### config.mk
export PLATFORM = sky130hd
export DESIGN_NAME = nand_op_sequencer_flat
export DESIGN_NICKNAME = d
export VERILOG_FILES = /design/src/rtl/nand_op_sequencer_if.sv /design/src/rtl/nand_op_sequencer.sv /design/src/flat_wrapper.sv
export SDC_FILE = /design/constraint.sdc
export NUM_CORES = 1
export LEC_CHECK = 0
export ABC_AREA = 0
export BUFFER_PORTS_ARGS = -buffer_cell sky130_fd_sc_hd__buf_2
export CORE_MARGIN = 4
export CORE_UTILIZATION = 50
export DETAILED_ROUTE_END_ITERATION = 8
export PLACE_DENSITY = 0.71
export SLEW_MARGIN = 5
export SYNTH_ARGS = -nofsm -noshare
export SYNTH_HDL_FRONTEND = slang
export SYNTH_SLANG_ARGS = --single-unit
### constraint.sdc
create_clock -name CLK -period 8.9 [get_ports CLK]
set_input_delay 1.78 -clock CLK [delete_from_list [all_inputs] [get_ports CLK]]
set_output_delay 1.78 -clock CLK [all_outputs]
set_load 0.03 [all_outputs]
### src/rtl/nand_op_sequencer_if.sv
// Host and flash-side signal bundle for the NAND operation sequencer.
// slave is the sequencer's view; master is the host / timing-FSM side.
interface nand_op_sequencer_if;
    // host request
    logic        op_req;
    logic [1:0]  op_code;
    logic [15:0] col_addr;
    logic [23:0] row_addr;
    // flash / timing FSM inputs
    logic        rb_n;
    logic        tfsm_done;
    logic [7:0]  status_in;
    // sequencer outputs
    logic        tfsm_start;
    logic [2:0]  tfsm_cmd;
    logic [7:0]  dout;
    logic        busy;
    logic        op_done;
    logic        op_err;
    logic [7:0]  status_q;

    modport slave (
        input  op_req, op_code, col_addr, row_addr, rb_n, tfsm_done, status_in,
        output tfsm_start, tfsm_cmd, dout, busy, op_done, op_err, status_q
    );

    modport master (
        output op_req, op_code, col_addr, row_addr, rb_n, tfsm_done, status_in,
        input  tfsm_start, tfsm_cmd, dout, busy, op_done, op_err, status_q
    );
endinterface

### src/rtl/nand_op_sequencer.sv
// NAND operation sequencer: walks a fixed per-op step table, issuing
// command/address/data steps to the timing FSM and waiting on R/B_n.
module nand_op_sequencer #(
    parameter logic [15:0] RB_TIMEOUT = 16'd50000,
    parameter int          ADDR_CYC   = 5
) (
    input  logic               CLK,
    input  logic               RES,
    nand_op_sequencer_if.slave bus
);

    typedef enum logic [2:0] {
        IDLE, ISSUE, WAIT_DONE, WAIT_RB, NEXT, COMPLETE
    } state_t;

    // XFER: any step handed to the timing FSM; READ1 also captures status;
    // WAITRB is handled locally; END marks one past the last step.
    typedef enum logic [1:0] {
        K_XFER, K_READ1, K_WAITRB, K_END
    } kind_t;

    typedef struct packed {
        kind_t      kind;
        logic [2:0] cmd;
        logic [7:0] data;
    } step_t;

    localparam logic [1:0] OP_RESET  = 2'b00;
    localparam logic [1:0] OP_STATUS = 2'b01;
    localparam logic [1:0] OP_READ   = 2'b10;

    localparam logic [2:0] C_CMD   = 3'b000;
    localparam logic [2:0] C_ADDR  = 3'b001;
    localparam logic [2:0] C_READ1 = 3'b010;
    localparam logic [2:0] C_RD2K  = 3'b101;
    localparam logic [2:0] C_WR2K  = 3'b111;

    // Address byte order on the bus: col low, col high, row low/mid/high.
    function automatic logic [7:0] addr_byte(input int k,
                                             input logic [15:0] col,
                                             input logic [23:0] row);
        logic [7:0] b;
        case (k)
            0:       b = col[7:0];
            1:       b = col[15:8];
            2:       b = row[7:0];
            3:       b = row[15:8];
            4:       b = row[23:16];
            default: b = 8'h00;
        endcase
        return b;
    endfunction

    function automatic step_t lookup(input logic [1:0]  op,
                                     input logic [3:0]  idx,
                                     input logic [15:0] col,
                                     input logic [23:0] row);
        step_t s;
        int    i;
        i = int'(idx);
        s = '{kind: K_XFER, cmd: C_CMD, data: 8'h00};
        case (op)
            OP_RESET: begin
                if (i == 0)      s.data = 8'hFF;
                else if (i == 1) s.kind = K_WAITRB;
                else             s.kind = K_END;
            end
            OP_STATUS: begin
                if (i == 0)      s.data = 8'h70;
                else if (i == 1) begin s.kind = K_READ1; s.cmd = C_READ1; end
                else             s.kind = K_END;
            end
            OP_READ: begin
                if (i == 0)                  s.data = 8'h00;
                else if (i <= ADDR_CYC)      begin s.cmd = C_ADDR; s.data = addr_byte(i - 1, col, row); end
                else if (i == ADDR_CYC + 1)  s.data = 8'h30;
                else if (i == ADDR_CYC + 2)  s.kind = K_WAITRB;
                else if (i == ADDR_CYC + 3)  s.cmd = C_RD2K;
                else                         s.kind = K_END;
            end
            default: begin
                if (i == 0)                  s.data = 8'h80;
                else if (i <= ADDR_CYC)      begin s.cmd = C_ADDR; s.data = addr_byte(i - 1, col, row); end
                else if (i == ADDR_CYC + 1)  s.cmd = C_WR2K;
                else if (i == ADDR_CYC + 2)  s.data = 8'h10;
                else if (i == ADDR_CYC + 3)  s.kind = K_WAITRB;
                else if (i == ADDR_CYC + 4)  s.data = 8'h70;
                else if (i == ADDR_CYC + 5)  begin s.kind = K_READ1; s.cmd = C_READ1; end
                else                         s.kind = K_END;
            end
        endcase
        return s;
    endfunction

    state_t      state;
    logic [3:0]  step_q;
    logic [1:0]  op_q;
    logic [15:0] col_q;
    logic [23:0] row_q;
    logic [15:0] rb_cnt;
    logic        rb_guard;
    logic        read1_q;
    logic        start_q;
    logic [2:0]  cmd_q;
    logic [7:0]  dout_q;
    logic        busy_q;
    logic        done_q;
    logic        err_q;
    logic [7:0]  stat_q;
    step_t       ent;

    // Step about to be entered: step 0 of the incoming request in IDLE,
    // otherwise the step after the current one.
    always_comb begin
        if (state == IDLE)
            ent = lookup(bus.op_code, 4'd0, bus.col_addr, bus.row_addr);
        else
            ent = lookup(op_q, step_q + 4'd1, col_q, row_q);
    end

    // Sequencer FSM with registered outputs; cmd/dout hold until the next
    // step is entered so they stay stable through the timing FSM's done.
    always_ff @(posedge CLK or posedge RES) begin
        if (RES) begin
            state    <= IDLE;
            step_q   <= 4'd0;
            op_q     <= 2'b00;
            col_q    <= 16'h0000;
            row_q    <= 24'h000000;
            rb_cnt   <= 16'h0000;
            rb_guard <= 1'b0;
            read1_q  <= 1'b0;
            start_q  <= 1'b0;
            cmd_q    <= 3'b000;
            dout_q   <= 8'h00;
            busy_q   <= 1'b0;
            done_q   <= 1'b0;
            err_q    <= 1'b0;
            stat_q   <= 8'h00;
        end else begin
            start_q <= 1'b0;
            done_q  <= 1'b0;
            case (state)
                IDLE: begin
                    if (bus.op_req) begin
                        op_q   <= bus.op_code;
                        col_q  <= bus.col_addr;
                        row_q  <= bus.row_addr;
                        step_q <= 4'd0;
                        busy_q <= 1'b1;
                        err_q  <= 1'b0;
                        if (ent.kind == K_WAITRB) begin
                            state    <= WAIT_RB;
                            rb_cnt   <= 16'h0000;
                            rb_guard <= 1'b1;
                        end else begin
                            state   <= ISSUE;
                            start_q <= 1'b1;
                            cmd_q   <= ent.cmd;
                            dout_q  <= ent.data;
                            read1_q <= (ent.kind == K_READ1);
                        end
                    end
                end
                ISSUE: state <= WAIT_DONE;
                WAIT_DONE: begin
                    if (bus.tfsm_done) begin
                        if (read1_q) stat_q <= bus.status_in;
                        state <= NEXT;
                    end
                end
                WAIT_RB: begin
                    // first cycle ignores a ready rb_n: flash may not have
                    // dropped R/B_n yet after the command
                    rb_guard <= 1'b0;
                    if (!bus.rb_n) begin
                        rb_cnt <= rb_cnt + 16'd1;
                        if (rb_cnt == RB_TIMEOUT - 16'd1) begin
                            err_q  <= 1'b1;
                            done_q <= 1'b1;
                            state  <= COMPLETE;
                        end
                    end else if (!rb_guard) begin
                        state <= NEXT;
                    end
                end
                NEXT: begin
                    if (ent.kind == K_END) begin
                        done_q <= 1'b1;
                        if (op_q == 2'b11 && stat_q[0]) err_q <= 1'b1;
                        state <= COMPLETE;
                    end else begin
                        step_q <= step_q + 4'd1;
                        if (ent.kind == K_WAITRB) begin
                            state    <= WAIT_RB;
                            rb_cnt   <= 16'h0000;
                            rb_guard <= 1'b1;
                        end else begin
                            state   <= ISSUE;
                            start_q <= 1'b1;
                            cmd_q   <= ent.cmd;
                            dout_q  <= ent.data;
                            read1_q <= (ent.kind == K_READ1);
                        end
                    end
                end
                COMPLETE: begin
                    busy_q <= 1'b0;
                    state  <= IDLE;
                end
                default: state <= IDLE;
            endcase
        end
    end

    assign bus.tfsm_start = start_q;
    assign bus.tfsm_cmd   = cmd_q;
    assign bus.dout       = dout_q;
    assign bus.busy       = busy_q;
    assign bus.op_done    = done_q;
    assign bus.op_err     = err_q;
    assign bus.status_q   = stat_q;

endmodule

### src/flat_wrapper.sv
// flat-port wrapper written by rule: the top's interface ports become plain ports
module nand_op_sequencer_flat 
#(
    parameter logic [15:0] RB_TIMEOUT = 16'd50000,
    parameter int          ADDR_CYC   = 5
)
  (CLK, RES, bus_op_req, bus_op_code, bus_col_addr, bus_row_addr, bus_rb_n, bus_tfsm_done, bus_status_in, bus_tfsm_start, bus_tfsm_cmd, bus_dout, bus_busy, bus_op_done, bus_op_err, bus_status_q);
  nand_op_sequencer_if bus_i ();
  input  logic CLK;
  input  logic RES;
  input wire logic [$bits(bus_i.op_req)-1:0] bus_op_req;
  input wire logic [$bits(bus_i.op_code)-1:0] bus_op_code;
  input wire logic [$bits(bus_i.col_addr)-1:0] bus_col_addr;
  input wire logic [$bits(bus_i.row_addr)-1:0] bus_row_addr;
  input wire logic [$bits(bus_i.rb_n)-1:0] bus_rb_n;
  input wire logic [$bits(bus_i.tfsm_done)-1:0] bus_tfsm_done;
  input wire logic [$bits(bus_i.status_in)-1:0] bus_status_in;
  output wire logic [$bits(bus_i.tfsm_start)-1:0] bus_tfsm_start;
  output wire logic [$bits(bus_i.tfsm_cmd)-1:0] bus_tfsm_cmd;
  output wire logic [$bits(bus_i.dout)-1:0] bus_dout;
  output wire logic [$bits(bus_i.busy)-1:0] bus_busy;
  output wire logic [$bits(bus_i.op_done)-1:0] bus_op_done;
  output wire logic [$bits(bus_i.op_err)-1:0] bus_op_err;
  output wire logic [$bits(bus_i.status_q)-1:0] bus_status_q;
  assign bus_i.op_req = bus_op_req;
  assign bus_i.op_code = bus_op_code;
  assign bus_i.col_addr = bus_col_addr;
  assign bus_i.row_addr = bus_row_addr;
  assign bus_i.rb_n = bus_rb_n;
  assign bus_i.tfsm_done = bus_tfsm_done;
  assign bus_i.status_in = bus_status_in;
  assign bus_tfsm_start = bus_i.tfsm_start;
  assign bus_tfsm_cmd = bus_i.tfsm_cmd;
  assign bus_dout = bus_i.dout;
  assign bus_busy = bus_i.busy;
  assign bus_op_done = bus_i.op_done;
  assign bus_op_err = bus_i.op_err;
  assign bus_status_q = bus_i.status_q;
  nand_op_sequencer #(.RB_TIMEOUT(RB_TIMEOUT), .ADDR_CYC(ADDR_CYC)) u_core (.CLK(CLK), .RES(RES), .bus(bus_i));
endmodule
# Yosys cells after proc, flatten, opt, wreduce, memory -nomap -nowiden
# Index checks and enable logic that the tools add are counted.
[totals]
out_inout_bits = 23
reg_bits = 90
input_bits = 55
word_cells = 169
[op_classes]
muxes = 99
reduce_logical = 18
magnitude_cmp = 1
n_addsub = 3
n_eq_ne = 33
[op_table]
columns = ["op", "n"]
rows = [
  ["11-bit two-way mux", 9],
  ["5-bit two-way mux", 13],
  ["32-bit by 2-bit == test with 1-bit output, second input constant", 2],
  ["16-bit two-way mux", 4],
  ["8-bit two-way mux", 8],
  ["16-bit one-hot mux with 3 select lines", 1],
  ["8-bit one-hot mux with 3 select lines", 2],
  ["8-bit one-hot mux with 5 select lines", 1],
  ["3-bit two-way mux", 12],
  ["32-bit by 1-bit == test with 1-bit output, second input constant", 1],
  ["32-bit by 3-bit == test with 1-bit output, second input constant", 1],
  ["32-bit zero test", 1],
  ["2-bit two-way mux", 12],
  ["4-bit == test, second input constant", 5],
  ["1-bit two-way mux", 19],
  ["16-bit by 1-bit adder with 16-bit output, second input constant", 1],
  ["16-bit == test, second input constant", 1],
  ["8-bit one-hot mux with 2 select lines", 1],
  ["3-bit one-hot mux with 5 select lines", 1],
  ["7-bit two-way mux", 2],
  ["13-bit two-way mux", 1],
  ["2-bit == test, second input constant", 5],
  ["3-bit one-hot mux with 3 select lines", 1],
  ["3-bit AND reduction", 3],
  ["other kinds (29)", 47],
]

# Depth between registers and ports, before layout
[depth]
depth_word = 28
depth_mapped = 12
mapped_depth_nobuf = 9

# Worst setup path after synthesis
# OpenSTA, ideal clock, no wires.
[synth_timing]
path_kind = "input to register"
startpoint = "in bus_rb_n"
endpoint = "reg u_core.rb_cnt[15]"
path_stages = 7
path_buffers = 0
path_slack_ns = 5.716
arrival_time_ns = 3.065
setup_time_ns = 0.118
t_required_ns = 8.782
cell_sequence = "and4bb_2 > nor2b_1 > nand3_1 > nor3_1 > nand4_1 > xor2_1 > nor2_1"
[synth_via]
elab_chain_len = 2
[synth_lines]
columns = ["item", "line", "source"]
rows = [
  ["from (decl)", "flat_wrapper.sv:15", "input wire logic [$bits(bus_i.rb_n)-1:0] bus_rb_n;"],
  ["2-bit inequality test (no source line)", "-", ""],
  ["4-bit AND reduction (no source line)", "-", ""],
  ["to (signal assigned)", "nand_op_sequencer.sv:177", "rb_cnt <= rb_cnt + 16'd1;"],
  ["to (decl)", "nand_op_sequencer.sv:100", "logic [15:0] rb_cnt;"],
]
# Every way passes these cells.
# A chain may end at the register's enable or synchronous reset.

# Final worst setup path
[layout_timing]
startpoint = "reg u_core.step_q[1]"
endpoint = "reg u_core.rb_cnt[1]"
[layout_via]
elab_chain_len = 22
elab_cells_between_ends = 42
classes_between = "1 x add/sub; 1 x order compare; 9 x eq/ne; 29 x mux; 2 x reduce/logical"
[layout_lines]
columns = ["item", "line", "source"]
rows = [
  ["from (decl)", "nand_op_sequencer.sv:96", "logic [3:0] step_q;"],
  ["from (signal assigned)", "nand_op_sequencer.sv:193", "step_q <= step_q + 4'd1;"],
  ["4-bit by 1-bit adder with 4-bit output *", "nand_op_sequencer.sv:118", "ent = lookup(op_q, step_q + 4'd1, col_q, row_q);"],
  ["4-bit == test", "nand_op_sequencer.sv:88", "else if (i == ADDR_CYC + 5) begin s.kind = K_READ1; s.cmd = C_READ1; end"],
  ["2-bit two-way mux", "nand_op_sequencer.sv:88", ""],
  ["5-bit two-way mux", "nand_op_sequencer.sv:87", "else if (i == ADDR_CYC + 4) s.data = 8'h70;"],
  ["5-bit two-way mux", "nand_op_sequencer.sv:86", "else if (i == ADDR_CYC + 3) s.kind = K_WAITRB;"],
  ["5-bit two-way mux", "nand_op_sequencer.sv:85", "else if (i == ADDR_CYC + 2) s.data = 8'h10;"],
  ["5-bit two-way mux", "nand_op_sequencer.sv:84", "else if (i == ADDR_CYC + 1) s.cmd = C_WR2K;"],
  ["5-bit two-way mux", "nand_op_sequencer.sv:83", "else if (i <= ADDR_CYC) begin s.cmd = C_ADDR; s.data = addr_byte(i - 1, col, row); end"],
  ["[... 6 more ...]", "-", ""],
  ["2-bit two-way mux", "nand_op_sequencer.sv:83", ""],
  ["5-bit two-way mux", "nand_op_sequencer.sv:82", "if (i == 0) s.data = 8'h80;"],
  ["2-bit one-hot mux with 3 select lines *", "nand_op_sequencer.sv:62", "case (op)"],
  ["13-bit two-way mux *", "nand_op_sequencer.sv:115", "if (state == IDLE)"],
  ["2-bit == test", "nand_op_sequencer.sv:152, nand_op_sequencer.sv:194", ""],
  ["16-bit two-way mux", "-", ""],
  ["16-bit two-way mux, on equally long branches", "-", ""],
  ["16-bit one-hot mux with 3 select lines", "-", ""],
]
# Mark *: on every way between the ends. The rest lies on a longest branch, timed or not. The select of a mux whose other input is x is not followed.

==> out/results.ini <==
[synthesis]
synth_top_cell_by_area=dfrtp_1
yosys_most_used_dff=dfrtp_1
syn_area_per_cell_um2=8.99
syn_inst=572
synth_fp_nets=639
synth_area_leaders=dfrtp_1 44%, nand2_1 12%, mux2_2 4.6%, nor2_1 3.0%, ha_1 2.9%
yosysWarnings=0
yosys.area.top_type_share=0.438
synth-seq-cells=90
ys_seq_area_frac=0.438
synth-edff-count=0
syn_area_um2=5140
synth_cell_type_count=74
async_flop_share=1.00

[setup_path]
cp-end-kind=register
critPathBufInv=0
path_class=register to register
worstPathRequired_ns=9.11
crit_slowest_cell=ha_1
max_stage_delay_ns=0.71
crit_path_start_kind=register
worst_path_most_repeated_cell=nor3_1
r2r-end=u_core.rb_cnt[1]
worstRegToRegCells=8
r2r_start=u_core.step_q[1]
worstSetupStartpoint=u_core.step_q[1]
arrival_ns=3.68
critical-path-top-delay-family=simple AND/OR/NAND/NOR gates
cp_max_fo=21
path_cells=ha_1 -> nand2_1 -> nor3_1 -> nor2_1 -> nor3_1 -> a21oi_2 -> nor3_4 -> o21ai_0
rrSetupSlack_ns=5.43

[layout]
area_delta_synth_final_pct=12.7
drive_gt1_frac=0.221
stdcell_area_um2=5800
diodes=0
final_common_cell=nand2_1
mostFrequentLayoutCells=158 x nand2_1, 90 x dfrtp_1, 77 x buf_2, 41 x nor2_1, 25 x o21ai_0
fill_cells=904
fin_nets=700

[place]
place_hpwl_mm=8.71
port_buffers=77
gp_congestion=0.892
placed_area_um2=5560

[grt]
antenna_found_initial=0
grt_pass1_wl_mm=20.1
grtUsageTotal=0.210
grt_overflow_total=0
grt_max_degree=91
grt_pass1_vias=4289

[timing]
slew_headroom=0.218
fin_crit_ns=3.47
setup_violations=0
fmax_ghz=0.288
rsz0062_at_grt=no
skew_ns=0.00966
tns_ns=0
hold_violations=0
tightest_slew_ns=1.17
post-route-period-util=0.390
slew_viol_final=0

[route]
viasPerCell=5.61
drc=0
drtAntennaViolNets=0
dr.pass1.iters=5
drt_iter0_drc=277
vias=4318
routed_wl_mm=12.3
routedWlPerCell_um=16.0

[power_and_ir_drop]
totalPowerFinal_mw=1.87
ir_worst_vdd_v=0.000153
powerDensity_nw_per_um2=322
p_leak_nw=2.86

[floorplan]
die_h_um=109
die_w_um=109
dieArea_um2=12000
core_area_um2=9910
core.rowCount=36
start_util=0.519
io_pins=78

[clock_tree]
worstSkewPairLatency_ns=0.36
cts_buffers=9
ctsHoldBuffers=0
cts_max_level=3
clock_path_buffers=2
post_cts_buffers=0
clock-sinks=90
cts_resized=0
clockRootBuffer=clkbuf_8
path_clk_slew_ns=0.08
cts_tree=yes

[run_status]
status=finished, final reports clean

[worst_hold_path]
hold_class=register to register
min_path_cells=2
holdCritStartpoint=u_core.col_q[2]
whs_endpoint=u_core.col_q[2]

[run]
cap_viol_max_count=0

==> layout make-up <==
| cell class | count | area, µm² | share of cell area |
|---|---|---|---|
| Sequential cell | 90 | 2250 | 0.388 |
| Inverter | 13 | 50.0 | 0.00863 |
| Timing Repair Buffer | 80 | 408 | 0.0703 |
| Tap cell | 133 | 166 | 0.0287 |
| Clock inverter | 5 | 103 | 0.0177 |
| Clock buffer | 10 | 138 | 0.0237 |
| Multi-Input combinational cell | 439 | 2680 | 0.463 |
==> kinds of logic (layout without fill, tap and decap cells) <==
kind of cell / after synthesis / in the layout / share of synthesized area
and+or+nand+nor: 270 / 270 / 0.242
AOI/OAI and AO/OA: 105 / 105 / 0.139
DFF: 90 / 90 / 0.438
buffers and inverters: 43 / 108 / 0.0406
muxes: 34 / 34 / 0.0790
xor gates and xnor gates: 18 / 18 / 0.0321
adders and majority gates: 12 / 12 / 0.0292
==> worst max path at each step <==
stage / end / cells past startpoint / slack, ns
3_3_place_gp: u_core.bus.dout[7] / 6 / 5.27
4_1_cts: u_core.rb_cnt[1] / 8 / 5.52
6_report: u_core.rb_cnt[1] / 8 / 5.43
2_1_floorplan: u_core.bus.busy / 1 / 4.78
3_5_place_dp: u_core.bus.tfsm_cmd[1] / 6 / 5.23
5_1_grt: u_core.rb_cnt[0] / 8 / 5.14
==> Yosys cell counts, types with 5 or more instances <==
cell	count
clkbuf_1	15
xnor2_1	5
inv_1	12
nor2_1	41
a21oi_1	23
mux2_4	8
dfrtp_1	90
mux2_2	21
mux2i_1	5
xor2_1	12
nor3_1	8
o21ai_0	25
nand2_1	158
buf_2	7
nand4_1	10
ha_1	12
nand3_1	10
==> power breakdown <==
part           switching [mW]  internal [mW]
sequential              0.128          0.557
combinational           0.513          0.334
clock                   0.147          0.192
==> metal layers <==
| layer | GRT usage | share of wire | vias to the layer above |
|---|---|---|---|
| met3 | 0.0294 | 0.042 | 23 |
| li1 | - | - | 2098 |
| met2 | 0.342 | 0.48 | 119 |
| met5 | 0 | 0 | - |
| met1 | 0.292 | 0.46 | 2078 |
| met4 | 0.0632 | 0.016 | 0 |
==> state kept, by name, indices dropped and copies added, names as in the netlist, 2 cells and up <==
signal / cells
u_core.bus.status_q: 8
u_core.bus.dout: 8
u_core.col_q: 16
u_core.op_q: 2
u_core.step_q: 4
u_core.state: 3
u_core.bus.tfsm_cmd: 3
u_core.row_q: 24
u_core.rb_cnt: 16
==> tightest hold or removal path, cell delays in order (launching register included) <==
cell,delay [ns]
dfrtp_1,0.35
nand2_1,0.05
nand2_1,0.05
==> through the flow <==
stage                     setup WS (ns)  instances   util  hold WS [ns]
after floorplan                    4.78        572      -         0.438
after global placement             5.27        755  0.561         0.454
after detailed placement           5.23        755  0.561         0.459
after CTS                          5.52        770  0.585         0.479
after global routing               5.14        770  0.585         0.506
final                              5.43        770  0.585         0.476
Power figures use the tool's default switching activity.
